==> src/rtl/procs_pkg.sv <==
// Shared types and constants for the processor phase sequencer.
package procs_pkg;

  localparam int unsigned NUM_PHASES_DEF = 5;
  localparam int unsigned PHASE_W        = 3;
  localparam int unsigned COUNT_W        = 32;

  typedef enum logic [2:0] {
    ST_RESET     = 3'd0,
    ST_IDLE      = 3'd1,
    ST_RUN       = 3'd2,
    ST_STOP_PEND = 3'd3,
    ST_HALTED    = 3'd4
  } seq_state_e;

  localparam logic [PHASE_W-1:0] PHASE_RST = '0;
  localparam logic [COUNT_W-1:0] COUNT_RST = '0;

endpackage

==> src/rtl/exec_debouncer.sv <==
// Synchronizes and debounces the raw exec button; pulses once per accepted press.
module exec_debouncer #(
  parameter int unsigned DEBOUNCE_LEN = 16
) (
  input  logic clock,
  input  logic reset,
  input  logic raw_in,
  output logic level_out,
  output logic rise_pulse
);

  localparam int unsigned CNT_W = $clog2(DEBOUNCE_LEN + 1);
  localparam logic [CNT_W-1:0] CNT_MAX = CNT_W'(DEBOUNCE_LEN);

  logic             sync_q1;
  logic             sync_q2;
  logic             prev_q;
  logic             primed;
  logic [CNT_W-1:0] cnt_q;
  logic [CNT_W-1:0] cnt_c;
  logic             stable_c;

  // Length of the current run of identical synchronized samples, saturating.
  always_comb begin
    cnt_c = CNT_W'(1);
    if (sync_q2 == prev_q) begin
      cnt_c = (cnt_q == CNT_MAX) ? cnt_q : cnt_q + CNT_W'(1);
    end
    stable_c = (cnt_c == CNT_MAX);
  end

  // The first stable level after reset is adopted silently, so a button held
  // through reset must be released and pressed again to produce an event.
  always_ff @(posedge clock or negedge reset) begin
    if (!reset) begin
      sync_q1    <= 1'b0;
      sync_q2    <= 1'b0;
      prev_q     <= 1'b0;
      primed     <= 1'b0;
      cnt_q      <= '0;
      level_out  <= 1'b0;
      rise_pulse <= 1'b0;
    end else begin
      sync_q1    <= raw_in;
      sync_q2    <= sync_q1;
      prev_q     <= sync_q2;
      cnt_q      <= cnt_c;
      rise_pulse <= 1'b0;
      if (stable_c) begin
        if (!primed) begin
          primed    <= 1'b1;
          level_out <= sync_q2;
        end else if (sync_q2 != level_out) begin
          level_out  <= sync_q2;
          rise_pulse <= sync_q2;
        end
      end
    end
  end

endmodule

==> src/rtl/phase_sequencer.sv <==
// Five-phase instruction timing generator with run/stop/single-step/halt control.
module phase_sequencer
  import procs_pkg::*;
#(
  parameter int unsigned NUM_PHASES      = NUM_PHASES_DEF,
  parameter int unsigned DEBOUNCE_LEN    = 16,
  parameter int unsigned RESET_PS_CYCLES = 2
) (
  input  logic                  clock,
  input  logic                  reset,
  input  logic                  exec,
  input  logic                  step_mode,
  input  logic                  halt,
  output logic [PHASE_W-1:0]    phase,
  output logic [NUM_PHASES-1:0] phase_bus,
  output logic                  reset_ps,
  output logic                  running,
  output logic                  halted,
  output logic [COUNT_W-1:0]    instr_count
);

  localparam int unsigned RST_W = (RESET_PS_CYCLES > 1) ? $clog2(RESET_PS_CYCLES) : 1;
  localparam logic [PHASE_W-1:0] LAST_PHASE = PHASE_W'(NUM_PHASES - 1);
  localparam logic [RST_W-1:0]   RST_LAST   = RST_W'(RESET_PS_CYCLES - 1);

  seq_state_e       state;
  logic [RST_W-1:0] rst_cnt;
  logic             one_shot;
  logic             exec_level;
  logic             exec_rise;
  logic             exec_ev;

  exec_debouncer #(
    .DEBOUNCE_LEN(DEBOUNCE_LEN)
  ) u_debounce (
    .clock     (clock),
    .reset     (reset),
    .raw_in    (exec),
    .level_out (exec_level),
    .rise_pulse(exec_rise)
  );

  // A press event is only meaningful while the accepted level is high.
  assign exec_ev = exec_rise & exec_level;

  always_ff @(posedge clock or negedge reset) begin
    if (!reset) begin
      state       <= ST_RESET;
      phase       <= PHASE_RST;
      phase_bus   <= '0;
      reset_ps    <= 1'b1;
      running     <= 1'b0;
      halted      <= 1'b0;
      instr_count <= COUNT_RST;
      one_shot    <= 1'b0;
      rst_cnt     <= '0;
    end else begin
      case (state)
        ST_RESET: begin
          if (rst_cnt == RST_LAST) begin
            state    <= ST_IDLE;
            reset_ps <= 1'b0;
          end else begin
            rst_cnt <= rst_cnt + RST_W'(1);
          end
        end

        ST_IDLE: begin
          if (exec_ev) begin
            state     <= ST_RUN;
            phase     <= PHASE_RST;
            phase_bus <= NUM_PHASES'(1);
            running   <= 1'b1;
            one_shot  <= step_mode;
          end
        end

        ST_RUN, ST_STOP_PEND: begin
          if (phase == LAST_PHASE) begin
            // Instruction boundary: the only place halt and stop take effect.
            instr_count <= instr_count + COUNT_W'(1);
            phase       <= PHASE_RST;
            if (halt) begin
              state     <= ST_HALTED;
              phase_bus <= '0;
              running   <= 1'b0;
              halted    <= 1'b1;
            end else if (one_shot || (state == ST_STOP_PEND) || exec_ev) begin
              state     <= ST_IDLE;
              phase_bus <= '0;
              running   <= 1'b0;
            end else begin
              phase_bus <= NUM_PHASES'(1);
            end
          end else begin
            phase     <= phase + PHASE_W'(1);
            phase_bus <= phase_bus << 1;
            if (exec_ev) begin
              state <= ST_STOP_PEND;
            end
          end
        end

        ST_HALTED: begin
          state <= ST_HALTED;
        end

        default: begin
          state <= ST_RESET;
        end
      endcase
    end
  end

endmodule

==> config.mk <==
export PLATFORM = sky130hd
export DESIGN_NAME = phase_sequencer
export DESIGN_NICKNAME = d
export VERILOG_FILES = /design/src/rtl/procs_pkg.sv /design/src/rtl/exec_debouncer.sv /design/src/rtl/phase_sequencer.sv
export SDC_FILE = /design/constraint.sdc
export NUM_CORES = 1
export LEC_CHECK = 0
export ABC_AREA = 1
export CORE_AREA = 2 2 84 86
export CTS_CLUSTER_SIZE = 40
export DETAILED_ROUTE_END_ITERATION = 7
export DIE_AREA = 0 0 86 88
export HOLD_SLACK_MARGIN = 0.02
export PLACE_DENSITY = 0.77
export SKIP_LAST_GASP = 1
export SLEW_MARGIN = 20
export SYNTH_ARGS = -nofsm -noshare
export SYNTH_HDL_FRONTEND = slang
export SYNTH_SLANG_ARGS = --single-unit
==> constraint.sdc <==
create_clock -name clock -period 2.2 [get_ports clock]
set_input_delay 0.66 -clock clock [delete_from_list [all_inputs] [get_ports clock]]
set_output_delay 0.66 -clock clock [all_outputs]
set_load 0.02 [all_outputs]
**Word-level counts from Yosys, hierarchy flattened**

Index checks and enable logic that the tools add are counted.

- Register bits after elaboration: 59
- Latch bits: 0
- RAM bits: 0
- Bits in read-only memories: 0
- Input port bits: 5
- Output and inout port bits: 43
- Logic and storage cells: 78
- Memories: 0

- $add $sub $neg: 4
- Multiply operators: 0
- Div/mod/pow operators: 0
- Magnitude comparators: 0
- Equal/unequal tests: 16
- Shift operators: 0
- Mux-type cells: 28
- Bitwise logic cells: 1
- Reductions and logical operators: 13

Operator list:

| cell | number |
|---|---|
| $add A32 B1 Y32 const B | 1 |
| $mux W3 | 8 |
| $mux W5 | 4 |
| $mux W1 | 12 |
| $pmux W3 S4 | 1 |
| $eq A5 B5 Y1 const B | 2 |
| $pmux W5 S2 | 1 |
| $reduce_and A2 Y1 | 5 |
| $ne A2 B2 Y1 const B | 4 |
| $reduce_and A4 Y1 | 2 |
| $eq A3 B2 Y1 const B | 2 |
| $eq A3 B3 Y1 const B | 2 |
| $ne A3 B3 Y1 const B | 2 |
| $pmux W3 S2 | 1 |
| $add A5 B1 Y5 const B | 1 |
| $ne A4 B4 Y1 const B | 1 |
| $add A3 B1 Y3 const B | 1 |
| $eq A3 B1 Y1 const B | 1 |
| $logic_not A3 Y1 | 1 |
| $reduce_and A3 Y1 | 1 |
| $logic_or A1 B1 Y1 | 2 |
| $pmux W1 S2 | 1 |
| $reduce_bool A2 Y1 | 1 |
| $reduce_or A2 Y1 | 1 |
| other kinds (4) | 4 |

**Logic depth before layout (Yosys ltp)**

- Depth after elaboration: 7
- Gate-level depth with buffers: 11
- Depth with buffers taken out: 11

**Hierarchy**

Synthesis repeated with hierarchy kept, for this count alone.

- Cells, all modules: 371
- Area, all modules: 3,179.3 um2

Modules (own cells, without submodules):

| module | instances | cells each | area an instance (um2) | sequential area each (um2) |
|---|---|---|---|---|
| phase_sequencer | 1 | 307 | 2,583.7 | 1,202.4 |
| exec_debouncer | 1 | 64 | 595.6 | 275.3 |

**Least setup slack after synthesis**

Ideal clock, no wire load.

- Kind: reg2reg
- Start: register phase[0]
- End: register instr_count[19]
- Setup time: 0.121 ns
- Data arrival time: 1.556 ns
- Required time: 2.079 ns
- Slack: 0.523 ns
- Cell stages (with the launch flop): 9
- Buffers on the path: 0
- Period minus slack after synthesis: 1.677 ns
- Cells stage by stage: dfrtp_1 inv_1 ha_1 nand2_1 nor2_8 nand4_2 nor2_1 nand2_1 xor2_1

- Longest elaborated chain between the ends: 2

Ends and longest elaborated chain:

| element | line | RTL |
|---|---|---|
| from (decl) | phase_sequencer.sv:14 | `output logic [PHASE_W-1:0] phase,` |
| from (signal assigned) | phase_sequencer.sv:96 | `phase <= phase + PHASE_W'(1);` |
| $eq A3 B3 Y1 | phase_sequencer.sv:79 | `if (phase == LAST_PHASE) begin` |
| $reduce_and A2 Y1 (no source line) | n/a |  |
| to (signal assigned) | phase_sequencer.sv:81 | `instr_count <= instr_count + COUNT_W'(1);` |
| to (decl) | phase_sequencer.sv:19 | `output logic [COUNT_W-1:0] instr_count` |

Every way passes these cells.
A chain may end at the register's enable or synchronous reset.

**Final worst setup path**

- Start: register instr_count[22]
- End: output port instr_count[22]

No word-level cell between the ends.

==> run_results.csv <==
group,metric,value,unit
outcome,outcome,"finished, final reports clean",
synthesis,synth-warning-count,0,
critical_path,startpoint_type,"flop",
floorplanning,std_cell_rows,30,
clock_network,clock_tree.htree_level_count,3,
clock_network,number_of_gates_given_a_new_drive_strength_after_cts,0,
finish,final_common_cell,"nand2_1",
sta,rsz0062_at_grt,"no",
power,power.density,563.8,mW/mm^2
synthesis,synth_cells,438,
finish,filler_cell_count,578,
critical_path,largest_delay_contributor_family_on_the_critical_path,"buffers and inverters",
job,max-cap-violations,0,
sta,tightestPinTransition,569.6,ps
power,leakagePower,1.963,nW
clock_network,clk_pin_slew,70,ps
floorplanning,floorplan.core_area,0.006644,sq mm
critical_path,critical-path-slowest-cell,"clkdlybuf4s50_1",
power,ir_drop,283.8,uV
sta,final_period_minus_worst_setup_slack,2127,ps
floorplanning,height_of_the_die,88,um
synthesis,synth.avg_cell_area,7.362,sq um
critical_path,crit_arrival,1470,ps
critical_path,required,1540,ps
finish,layout-drive-gt1-share,5.578,%
synthesis,syn_area,0.003224,sq mm
floorplanning,die-area,0.007568,sq mm
floorplanning,horizontal_extent_of_the_die,86,um
critical_path,worst_r2r_startpoint,"phase[0]",
placed_design,hpwlAfterDp,5463,um
finish,mostFrequentLayoutCells,"nand2_1, nor2_1, dfrtp_1",
sta,final_min_period_over_clock_period,96.68,%
sta,timing.setup.tns,0,ps
synthesis,yosys_register_bits,59,
drt,first_pass_iters,7,
finish,nets,508,
drt,total_detailed_routing_wirelength,7422,um
sta,timing_hold_violations_final,0,
power,total_power,2.276,mW
placed_design,port-buffer-count,47,
drt,avgViaCountPerCell,4.988,
clock_network,worst_skew_pair.late_latency,340,ps
hold_path,worst_hold_path_type,"in -> async",
global_routing,antenna_found_initial,0,
finish,antenna_cells,0,
clock_network,cts_tree,"built",
placed_design,gpl.final_weighted_congestion,0.8879,
global_routing,global_route.overflow_total,0,
critical_path,sequence_of_cells_on_the_critical_path,"clkdlybuf4s50_1",
global_routing,grt_start_max_net_pins,33,
clock_network,cts_made_buffers,9,
critical_path,worst-path-buf-inv,1,
global_routing,grt_first_pass_wirelength,12530,um
synthesis,fraction_of_the_yosys_area_taken_by_sequential_cells,45.83,%
drt,remaining_drc_errors,0,
sta,max_clock_freq,470.1,MHz
sta,timing.final.max_slew_violations,0,
clock_network,clockRootBuffer,"clkbuf_8",
floorplanning,pin_count,48,
finish,syn2layout_area_growth,25.18,%
critical_path,crit_path_max_incr_delay,650,ps
synthesis,syn-num-nets,449,
critical_path,worst-setup-path-type,"reg -> out",
drt,detail_route.iter0.violations,240,
clock_network,clk_path_buf_depth,2,
drt,number_of_vias_after_detailed_routing,2903,
critical_path,crit_path_end_kind,"output port",
drt,avgRoutedWirePerCell,12.75,um
critical_path,startpoint,"instr_count[22]",
sta,layout_skew,9.024,ps
synthesis,ys_types,27,
clock_network,cts_setup_buffers,0,
global_routing,first_global_vias,2750,
sta,timing.final.setup_violations,0,
critical_path,worst-path-max-fanout,6,
global_routing,global_route.usage.total,21.09,%
drt,route.antenna.remaining_nets,0,
floorplanning,floorplan.initialDensity,48.53,%
clock_network,cts-hold-fix-buffers,0,
sta,maxSlewHeadroom,61.93,%
clock_network,cts_num_sinks,59,
[logic make-up (layout without fill, tap and decap cells)]
kind of cell,Yosys count,count (layout),share of synthesized area [%]
AOI/OAI and AO/OA,17,17,2.988
xor gates and xnor gates,18,18,4.889
adders and majority gates,6,6,2.328
buffers and inverters,54,118,6.286
DFF,59,59,45.83
and+or+nand+nor,284,284,37.68
[state kept, by name (all words and copies together), names as in the netlist]
| register | count |
|---|---|
| one_shot | 1 |
| state | 3 |
| u_debounce.sync_q1 | 1 |
| u_debounce.prev_q | 1 |
| u_debounce.sync_q2 | 1 |
| phase | 3 |
| u_debounce.level_out | 1 |
| halted | 1 |
| u_debounce.primed | 1 |
| rst_cnt | 1 |
| instr_count | 32 |
| phase_bus | 5 |
| reset_ps | 1 |
| u_debounce.cnt_q | 5 |
| u_debounce.rise_pulse | 1 |
| running | 1 |
[synthesized netlist by cell type (all sizes together)]
cell | instances | area (sq um)
xnor2 | 7 | 61.31
or2 | 1 | 6.260
ha | 6 | 75.07
and3 | 1 | 6.260
dfstp | 1 | 26.28
a21boi | 1 | 7.510
nand2 | 181 | 691.9
nor3 | 3 | 15.01
nand4 | 6 | 43.79
o211ai | 2 | 15.01
nor2 | 67 | 294.0
dfrtp | 58 | 1451
buf | 1 | 3.750
clkbuf | 1 | 3.750
o21ai | 8 | 40.04
xor2 | 11 | 96.34
a21oi | 3 | 15.01
nand3b | 13 | 97.59
nand3 | 12 | 60.06
o22ai | 3 | 18.77
inv | 52 | 195.2
[layer usage]
| metal | part of all wire (%) | up-vias | GRT usage, % |
|---|---|---|---|
| met3 | 3.5 | 15 | 3.582 |
| met1 | 47 | 1356 | 28.39 |
| met2 | 47 | 71 | 33.97 |
| li1 | - | 1461 | - |
| met4 | 1.8 | 0 | 8.658 |
| met5 | 0 | - | 0 |
[path summary, 6_finish.rpt]
| kind | endpoint | slack, ps | depth (start not counted) |
|---|---|---|---|
| worst max-delay path | instr_count[22] | 70 | 1 |
| worst min-delay path | u_debounce.sync_q2 | 160 | 1 |
| worst max register to register | instr_count[5] | 480 | 8 |
| worst min register to register | u_debounce.sync_q2 | 360 | 0 |
| max in group asynchronous | instr_count[14] | 1480 | 2 |
| min in group clock | u_debounce.sync_q2 | 360 | 0 |
[report_power, final]
part | internal, mW | total [mW] | switching [mW]
Clock | 0.670 | 1.09 | 0.422
Sequential | 1.10 | 1.11 | 0.0128
Combinational | 0.0257 | 0.0752 | 0.0495
Total | 1.79 | 2.28 | 0.484
[layout make-up]
| type | instances | area (sq um) | area share (%) |
|---|---|---|---|
| flip-flops and latches | 59 | 1478 | 36.61 |
| multi-input cells | 325 | 1544 | 38.25 |
| clock buffers | 12 | 145.1 | 3.596 |
| repair buffers | 50 | 500.5 | 12.40 |
| inverters | 52 | 195.2 | 4.836 |
| clock inverters | 4 | 73.82 | 1.829 |
| well taps | 80 | 100.1 | 2.480 |
[stage by stage]
step                      hold slack [ps]  utilization [%]  instance area [sq um]  instances  worst slack (ps)
after global placement              333.6            57.46                   3817        566             449.6
after CTS                           155.7            60.75                   4036        582             79.41
after global routing                162.0            60.75                   4036        582             32.26
final                               156.5            60.75                   4036        582             72.96
after floorplan                     331.2                -                   3224        438             522.6
after detailed placement            347.1            57.46                   3817        566             446.8
Note: power is estimated with default switching activity, not from simulation.
